$ cat config.mk
export PLATFORM = sky130hd
export DESIGN_NAME = ice40_bram_fifo_ctrl_flat
export DESIGN_NICKNAME = d
export VERILOG_FILES = /design/src/rtl/ice40_bram_pkg.sv /design/src/rtl/ice40_bram_fifo_ctrl_if.sv /design/src/rtl/ice40_fifo_out_buf.sv /design/src/rtl/ice40_bram_fifo_ctrl.sv /design/src/flat_wrapper.sv
export SDC_FILE = /design/constraint.sdc
export NUM_CORES = 1
export LEC_CHECK = 0
export BUFFER_PORTS_ARGS = -buffer_cell sky130_fd_sc_hd__buf_2
export CAP_MARGIN = 20
export CORE_MARGIN = 10
export CORE_UTILIZATION = 50
export CTS_BUF_LIST = sky130_fd_sc_hd__clkbuf_16
export DETAILED_ROUTE_END_ITERATION = 10
export GPL_TIMING_DRIVEN = 0
export PLACE_DENSITY = 0.81
export SLEW_MARGIN = 0
export SYNTH_ARGS = -nofsm -noshare
export SYNTH_HDL_FRONTEND = slang
export SYNTH_SLANG_ARGS = --single-unit
$ cat constraint.sdc
create_clock -name CLK -period 4.5 [get_ports CLK]
set_input_delay 0.675 -clock CLK [delete_from_list [all_inputs] [get_ports CLK]]
set_output_delay 0.675 -clock CLK [all_outputs]
set_load 0.02 [all_outputs]
$ cat src/rtl/ice40_bram_pkg.sv
// Shared constants for driving an SB_RAM40_4K in 256x16 mode.
package ice40_bram_pkg;

    localparam int BRAM_AW = 11;
    localparam int BRAM_DW = 16;
    localparam logic [1:0] RAM_MODE_256X16 = 2'd0;
    localparam logic [BRAM_DW-1:0] BRAM_MASK_ALL = '0;

    typedef logic [BRAM_AW-1:0] bram_addr_t;

    // Occupancy can reach depth + 2 (RAM plus the output buffer).
    function automatic int cnt_width(input int depth);
        return $clog2(depth + 3);
    endfunction

endpackage

$ cat src/rtl/ice40_bram_fifo_ctrl_if.sv
// Push/pop valid-ready handshake bundle for the BRAM FIFO controller.
interface ice40_bram_fifo_ctrl_if #(parameter int WIDTH = 16);

    logic             push_valid;
    logic [WIDTH-1:0] push_data;
    logic             push_ready;
    logic             pop_valid;
    logic [WIDTH-1:0] pop_data;
    logic             pop_ready;

    modport master (
        output push_valid, push_data, pop_ready,
        input  push_ready, pop_valid, pop_data
    );

    modport slave (
        input  push_valid, push_data, pop_ready,
        output push_ready, pop_valid, pop_data
    );

endinterface

$ cat src/rtl/ice40_fifo_out_buf.sv
// 2-entry in-order output queue absorbing the BRAM read latency; head is show-ahead.
module ice40_fifo_out_buf
    import ice40_bram_pkg::*;
#(
    parameter int WIDTH = 16
) (
    input  logic             clk,
    input  logic             rst,
    input  logic             in_valid,
    input  logic [WIDTH-1:0] in_data,
    output logic             valid,
    output logic [WIDTH-1:0] data,
    input  logic             ready,
    output logic [1:0]       occ
);

    logic [WIDTH-1:0] head, tail;
    logic [1:0]       occ_q;
    logic             pop;

    assign pop   = valid & ready;
    assign valid = occ_q != 2'd0;
    assign data  = head;
    assign occ   = occ_q;

    // Upstream never writes into a full queue, so no overflow case exists.
    always_ff @(posedge clk) begin
        if (rst) begin
            occ_q <= 2'd0;
        end else begin
            case ({in_valid, pop})
                2'b10: begin
                    if (occ_q == 2'd0) head <= in_data;
                    else               tail <= in_data;
                    occ_q <= occ_q + 2'd1;
                end
                2'b01: begin
                    head  <= tail;
                    occ_q <= occ_q - 2'd1;
                end
                2'b11: begin
                    if (occ_q == 2'd1) begin
                        head <= in_data;
                    end else begin
                        head <= tail;
                        tail <= in_data;
                    end
                end
                default: ;
            endcase
        end
    end

endmodule

$ cat src/rtl/ice40_bram_fifo_ctrl.sv
// Single-clock FIFO controller around one SB_RAM40_4K (256x16): address/enable
// generation, read-latency absorption, valid/ready push and pop at 1 word/cycle.
module ice40_bram_fifo_ctrl
    import ice40_bram_pkg::*;
#(
    parameter int WIDTH      = 16,
    parameter int ADDR_WIDTH = 8,
    parameter int CNT_WIDTH  = cnt_width(2**ADDR_WIDTH)
) (
    input  logic                 CLK,
    input  logic                 RESET,
    ice40_bram_fifo_ctrl_if.slave bus,
    output logic [CNT_WIDTH-1:0] count,
    output bram_addr_t           WADDR,
    output logic [BRAM_DW-1:0]   WDATA,
    output logic                 WE,
    output logic                 WCLKE,
    output logic [BRAM_DW-1:0]   MASK,
    output bram_addr_t           RADDR,
    output logic                 RE,
    output logic                 RCLKE,
    input  logic [BRAM_DW-1:0]   RDATA
);

    localparam logic [ADDR_WIDTH:0] RAM_FULL = {1'b1, {ADDR_WIDTH{1'b0}}};

    logic [ADDR_WIDTH-1:0] wptr, rptr;
    logic [ADDR_WIDTH:0]   ram_count;
    logic                  rd_pend;
    logic [1:0]            occ;
    logic [2:0]            slots;
    logic                  we, re, pop;

    // push_ready looks only at registered ram_count, never at pop_ready.
    assign bus.push_ready = ram_count != RAM_FULL;
    assign we  = bus.push_valid & bus.push_ready;
    assign pop = bus.pop_valid & bus.pop_ready;

    // Buffer slots committed after this edge: survivors of the pop plus the in-flight word.
    assign slots = {1'b0, occ} - {2'b0, pop} + {2'b0, rd_pend};
    assign re    = (ram_count != '0) && (slots < 3'd2);

    always_ff @(posedge CLK) begin
        if (RESET) begin
            wptr      <= '0;
            rptr      <= '0;
            ram_count <= '0;
            rd_pend   <= 1'b0;
        end else begin
            if (we) wptr <= wptr + 1'b1;
            if (re) rptr <= rptr + 1'b1;
            case ({we, re})
                2'b10:   ram_count <= ram_count + 1'b1;
                2'b01:   ram_count <= ram_count - 1'b1;
                default: ;
            endcase
            rd_pend <= re;
        end
    end

    ice40_fifo_out_buf #(.WIDTH(WIDTH)) u_out_buf (
        .clk      (CLK),
        .rst      (RESET),
        .in_valid (rd_pend),
        .in_data  (RDATA[WIDTH-1:0]),
        .valid    (bus.pop_valid),
        .data     (bus.pop_data),
        .ready    (bus.pop_ready),
        .occ      (occ)
    );

    assign count = CNT_WIDTH'(ram_count) + CNT_WIDTH'(rd_pend) + CNT_WIDTH'(occ);

    assign WADDR = {{(BRAM_AW-ADDR_WIDTH){1'b0}}, wptr};
    assign RADDR = {{(BRAM_AW-ADDR_WIDTH){1'b0}}, rptr};
    assign WDATA = BRAM_DW'(bus.push_data);
    assign WE    = we;
    assign RE    = re;
    assign WCLKE = 1'b1;
    assign RCLKE = 1'b1;
    assign MASK  = BRAM_MASK_ALL;

endmodule
$ cat src/flat_wrapper.sv
// flat-port wrapper written by rule: the top's interface ports become plain ports
module ice40_bram_fifo_ctrl_flat import ice40_bram_pkg::*;
#(
    parameter int WIDTH      = 16,
    parameter int ADDR_WIDTH = 8,
    parameter int CNT_WIDTH  = cnt_width(2**ADDR_WIDTH)
)
  (CLK, RESET, count, WADDR, WDATA, WE, WCLKE, MASK, RADDR, RE, RCLKE, RDATA, bus_push_valid, bus_push_data, bus_pop_ready, bus_push_ready, bus_pop_valid, bus_pop_data);
  ice40_bram_fifo_ctrl_if #(.WIDTH(WIDTH)) bus_i ();
  input  logic CLK;
  input  logic RESET;
  output logic [CNT_WIDTH-1:0] count;
  output bram_addr_t WADDR;
  output logic [BRAM_DW-1:0] WDATA;
  output logic WE;
  output logic WCLKE;
  output logic [BRAM_DW-1:0] MASK;
  output bram_addr_t RADDR;
  output logic RE;
  output logic RCLKE;
  input  logic [BRAM_DW-1:0] RDATA;
  input wire logic [$bits(bus_i.push_valid)-1:0] bus_push_valid;
  input wire logic [$bits(bus_i.push_data)-1:0] bus_push_data;
  input wire logic [$bits(bus_i.pop_ready)-1:0] bus_pop_ready;
  output wire logic [$bits(bus_i.push_ready)-1:0] bus_push_ready;
  output wire logic [$bits(bus_i.pop_valid)-1:0] bus_pop_valid;
  output wire logic [$bits(bus_i.pop_data)-1:0] bus_pop_data;
  assign bus_i.push_valid = bus_push_valid;
  assign bus_i.push_data = bus_push_data;
  assign bus_i.pop_ready = bus_pop_ready;
  assign bus_push_ready = bus_i.push_ready;
  assign bus_pop_valid = bus_i.pop_valid;
  assign bus_pop_data = bus_i.pop_data;
  ice40_bram_fifo_ctrl #(.WIDTH(WIDTH), .ADDR_WIDTH(ADDR_WIDTH), .CNT_WIDTH(CNT_WIDTH)) u_core (.CLK(CLK), .RESET(RESET), .bus(bus_i), .count(count), .WADDR(WADDR), .WDATA(WDATA), .WE(WE), .WCLKE(WCLKE), .MASK(MASK), .RADDR(RADDR), .RE(RE), .RCLKE(RCLKE), .RDATA(RDATA));
endmodule
==> impl_metrics.ini <==
[placed_design]
portBuffers = 80
place_hpwl_um = 5940
finalWeightedCongestion = 0.902
placed_area_um2 = 3900
numPlacedInstances = 491

[cts]
ctsRootBufferMaster = sky130_fd_sc_hd__clkbuf_16
worstSkewPairLatency_ns = 0.32
cts_max_path_bufs = 2
cts.repair_timing.setup_buffer_count = 0
tritoncts = done
tritoncts.num_buffers = 9
cts_htree_levels = 3
cts.sinks = 60
clk_pin_slew_ns = 0.06

[timing]
timing.final.setup_violations = 0
upper_clock_frequency_limit_mhz = 246
finalHoldViolations = 0
rsz0062_at_grt = false
worst_hold_slack_ns = 0.501
fin_worst_skew_ns = 0.00661
final_max_slew_viol_count = 0
setup-tns-final_ns = 0
slew_headroom_pct = 59.1
post-route-min-period_ns = 4.07
final.period_utilization_pct = 90.4
worst_pin_slew_ns = 0.611

[yosys]
synth.yosys.seq_area_share_pct = 46.3
synth_area_per_cell_um2 = 10.6
yosys_register_bits = 60
yosys_warnings = 0
async_flop_share_pct = 0
synth_enable_flop_cells = 32
yosys_most_used_dff = sky130_fd_sc_hd__edfxtp_1
yosysUniqueCellTypes = 43
syn_inst = 310
netlist_area_um2 = 3290

[power_and_ir_drop]
comb_power_share_pct = 39.0
p_int_w = 0.00146
power.share.switching_pct = 37.0
power.ir.vdd_worst_mv = 0.325
share_clk_of_total_power_pct = 29.4
reg_power_share_pct = 31.6
p_per_area_nw_per_um2 = 548
total_power_w = 0.00231
p_sw_w = 0.000856
power.static_leakage_nw = 1.89

[floorplanning]
core_region_area_um2 = 6390
ios = 121
die_w_um = 101
initial_core_util_pct = 51.5
row_count = 29
die-height_um = 101
die_area_um2 = 10200

[layout]
final_nets = 480
synthToLayoutAreaGrowth_pct = 28.3
final_area_um2 = 4220
instances_no_fill = 507
layout_commonest_cell = sky130_fd_sc_hd__buf_2
layout-drive-gt1-share_pct = 40.0
insertedDiodeCount = 0
most-common-layout-cells = 81 x sky130_fd_sc_hd__buf_2, 40 x sky130_fd_sc_hd__buf_4, 32 x sky130_fd_sc_hd__edfxtp_1

[drt]
drtPass1Iterations = 6
routed_via_density = 4.94
ant_nets = 0
drtIter0Drc = 68
drcViolationCount = 0
vias = 2504
wl_per_cell_um = 14.7
drt-total-wl_um = 7440

[setup_path]
cp_cell_sequence = inv_1, ha_1, inv_1, nand2_1, ha_1, nand2_1, fa_1, xnor2_1, o311ai_4, inv_4, ha_4, fa_1, a211oi_2, o21bai_1, a21oi_1, nor4_1, or3_1
cpLargestDelayFamily = adder cells
timing.critical_path.to_type = flop
cp_num_buf_inv = 3
required_ns = 4.70
timing.reg2reg.worst_path_depth = 17
crit_path_end = u_core.ram_count[6]
critical_path.max_stage_delay_ns = 0.44
timing.rr.end = u_core.ram_count[6]
worstPathArrival_ns = 4.27
worstReg2RegStart = u_core.u_out_buf.occ[0]
critical-path-slowest-cell = sky130_fd_sc_hd__fa_1
crit_path_kind = flop to flop
timing.reg2reg.setup_slack_ns = 0.43
setup.worst_path.start_class = flop
critical_path_cell_count = 17
worst-path-max-fanout = 10
crit_start = u_core.u_out_buf.occ[0]

[global_route]
global_route.overflow_total = 0
antenna_found_initial = 0
grt_pass1_wl_um = 11900
grt_pass1_vias = 2585
grtUsageTotal_pct = 14.1
grt_max_degree = 13

[hold_path]
path_type_of_the_worst_min_delay_path = flop to flop
hold_depth = 2

[flow_run]
max_cap_violations = 0

[run_status]
status = finished, final reports clean
## synth_stat cells (2+ instances only)
| library cell | n | area [um^2] |
|---|---|---|
| sky130_fd_sc_hd__conb_1 | 2 | 7.51 |
| sky130_fd_sc_hd__fa_1 | 4 | 80.1 |
| sky130_fd_sc_hd__edfxtp_1 | 32 | 961 |
| sky130_fd_sc_hd__dfxtp_1 | 28 | 561 |
| sky130_fd_sc_hd__nor3_1 | 7 | 35.0 |
| sky130_fd_sc_hd__buf_4 | 40 | 300 |
| sky130_fd_sc_hd__xor2_1 | 6 | 52.6 |
| sky130_fd_sc_hd__clkbuf_1 | 7 | 26.3 |
| sky130_fd_sc_hd__a21o_1 | 4 | 30.0 |
| sky130_fd_sc_hd__ha_1 | 15 | 188 |
| sky130_fd_sc_hd__nor2_1 | 26 | 97.6 |
| sky130_fd_sc_hd__or4_4 | 2 | 22.5 |
| sky130_fd_sc_hd__o21a_1 | 2 | 15.0 |
| sky130_fd_sc_hd__nand4_1 | 4 | 25.0 |
| sky130_fd_sc_hd__or3_2 | 3 | 22.5 |
| sky130_fd_sc_hd__inv_1 | 10 | 37.5 |
| sky130_fd_sc_hd__nand2_1 | 23 | 86.3 |
| sky130_fd_sc_hd__xnor2_1 | 16 | 140 |
| sky130_fd_sc_hd__mux2_2 | 16 | 180 |
| sky130_fd_sc_hd__inv_4 | 2 | 12.5 |
| sky130_fd_sc_hd__o21ai_0 | 10 | 50.1 |
| sky130_fd_sc_hd__a211o_1 | 2 | 17.5 |
| sky130_fd_sc_hd__a21oi_1 | 12 | 60.1 |
| sky130_fd_sc_hd__nor4_1 | 6 | 37.5 |
| sky130_fd_sc_hd__nand3_1 | 9 | 45.0 |
| sky130_fd_sc_hd__a211oi_1 | 4 | 30.0 |
| sky130_fd_sc_hd__or3_1 | 2 | 12.5 |
## power by group through the flow
| stage | logic [W] | clock network, W | registers [W] |
|---|---|---|---|
| 6_report | 0.000902 | 0.000680 | 0.000731 |
| 3_5_place_dp | 0.000889 | 0 | 0.000743 |
| 5_1_grt | 0.000998 | 0.000725 | 0.000742 |
| 3_3_place_gp | 0.000857 | 0 | 0.000739 |
| 2_1_floorplan | 0.000620 | 0 | 0.000784 |
| 4_1_cts | 0.000895 | 0.000698 | 0.000732 |
## layer usage
layer / global-route usage [%] / routed length (um)
met1: 15.9 / 3140
met2: 24.2 / 3610
met3: 6.45 / 685
met4: 2.57 / 0
met5: 0 / 0
## what timing repair did
action                     CTS  global route
hold buffers                 0             0
resized for setup            1             4
setup endpoints to repair    2             3
## registers in the layout (all words and copies together), names as in the netlist
| name | cells |
|---|---|
| u_core.ram_count | 9 |
| u_core.rd_pend | 1 |
| u_core.rptr | 8 |
| u_core.u_out_buf.data | 16 |
| u_core.u_out_buf.occ | 2 |
| u_core.u_out_buf.tail | 16 |
| u_core.wptr | 8 |
## metrics by stage
step,util (%),setup slack [ns]
after floorplan,-,0.324
after global placement,60.6,0.132
after detailed placement,61.1,-0.0147
after CTS,65.8,0.0884
after global routing,66.1,0.0931
final,66.1,0.432
## kinds of logic after synthesis
logic type               count (synthesis)  synth area share (%)
AO/OA/AOI/OAI                           40                  8.56
XOR/XNOR                                22                  5.86
adder cells (fa/ha/maj)                 19                  8.14
buffers and inverters                   60                  11.6
flip-flops                              60                  46.3
multiplexers                            17                  5.78
other                                    2                 0.228
AND/OR/NAND/NOR                         90                  13.6
## worst min path at each step
stage                                        from                       to  slack, ns
final                              u_core.wptr[7]           u_core.wptr[7]       0.50
after global routing               u_core.wptr[1]           u_core.wptr[1]       0.53
after CTS                          u_core.wptr[7]           u_core.wptr[7]       0.50
after detailed placement           u_core.wptr[7]           u_core.wptr[7]       0.49
after global placement             u_core.wptr[7]           u_core.wptr[7]       0.48
after floorplan           u_core.u_out_buf.occ[0]  u_core.u_out_buf.occ[0]       0.52
## final cells by class
cell class | instances | area [um^2]
sequential | 60 | 1520
tap | 77 | 96.3
buffer | 48 | 332
inverter | 12 | 50.0
clock buffer | 9 | 225
timing repair buffer | 82 | 423
clock inverter | 7 | 75.1
fill | 531 | 2170
multi-input combinational | 212 | 1500
## worst min-delay path, cell delays in order (launching register included)
cell and delay (ns):
sky130_fd_sc_hd__dfxtp_1 0.32, sky130_fd_sc_hd__nand2b_1 0.07, sky130_fd_sc_hd__o21ai_0 0.06
(Power assumes the default switching activity.)
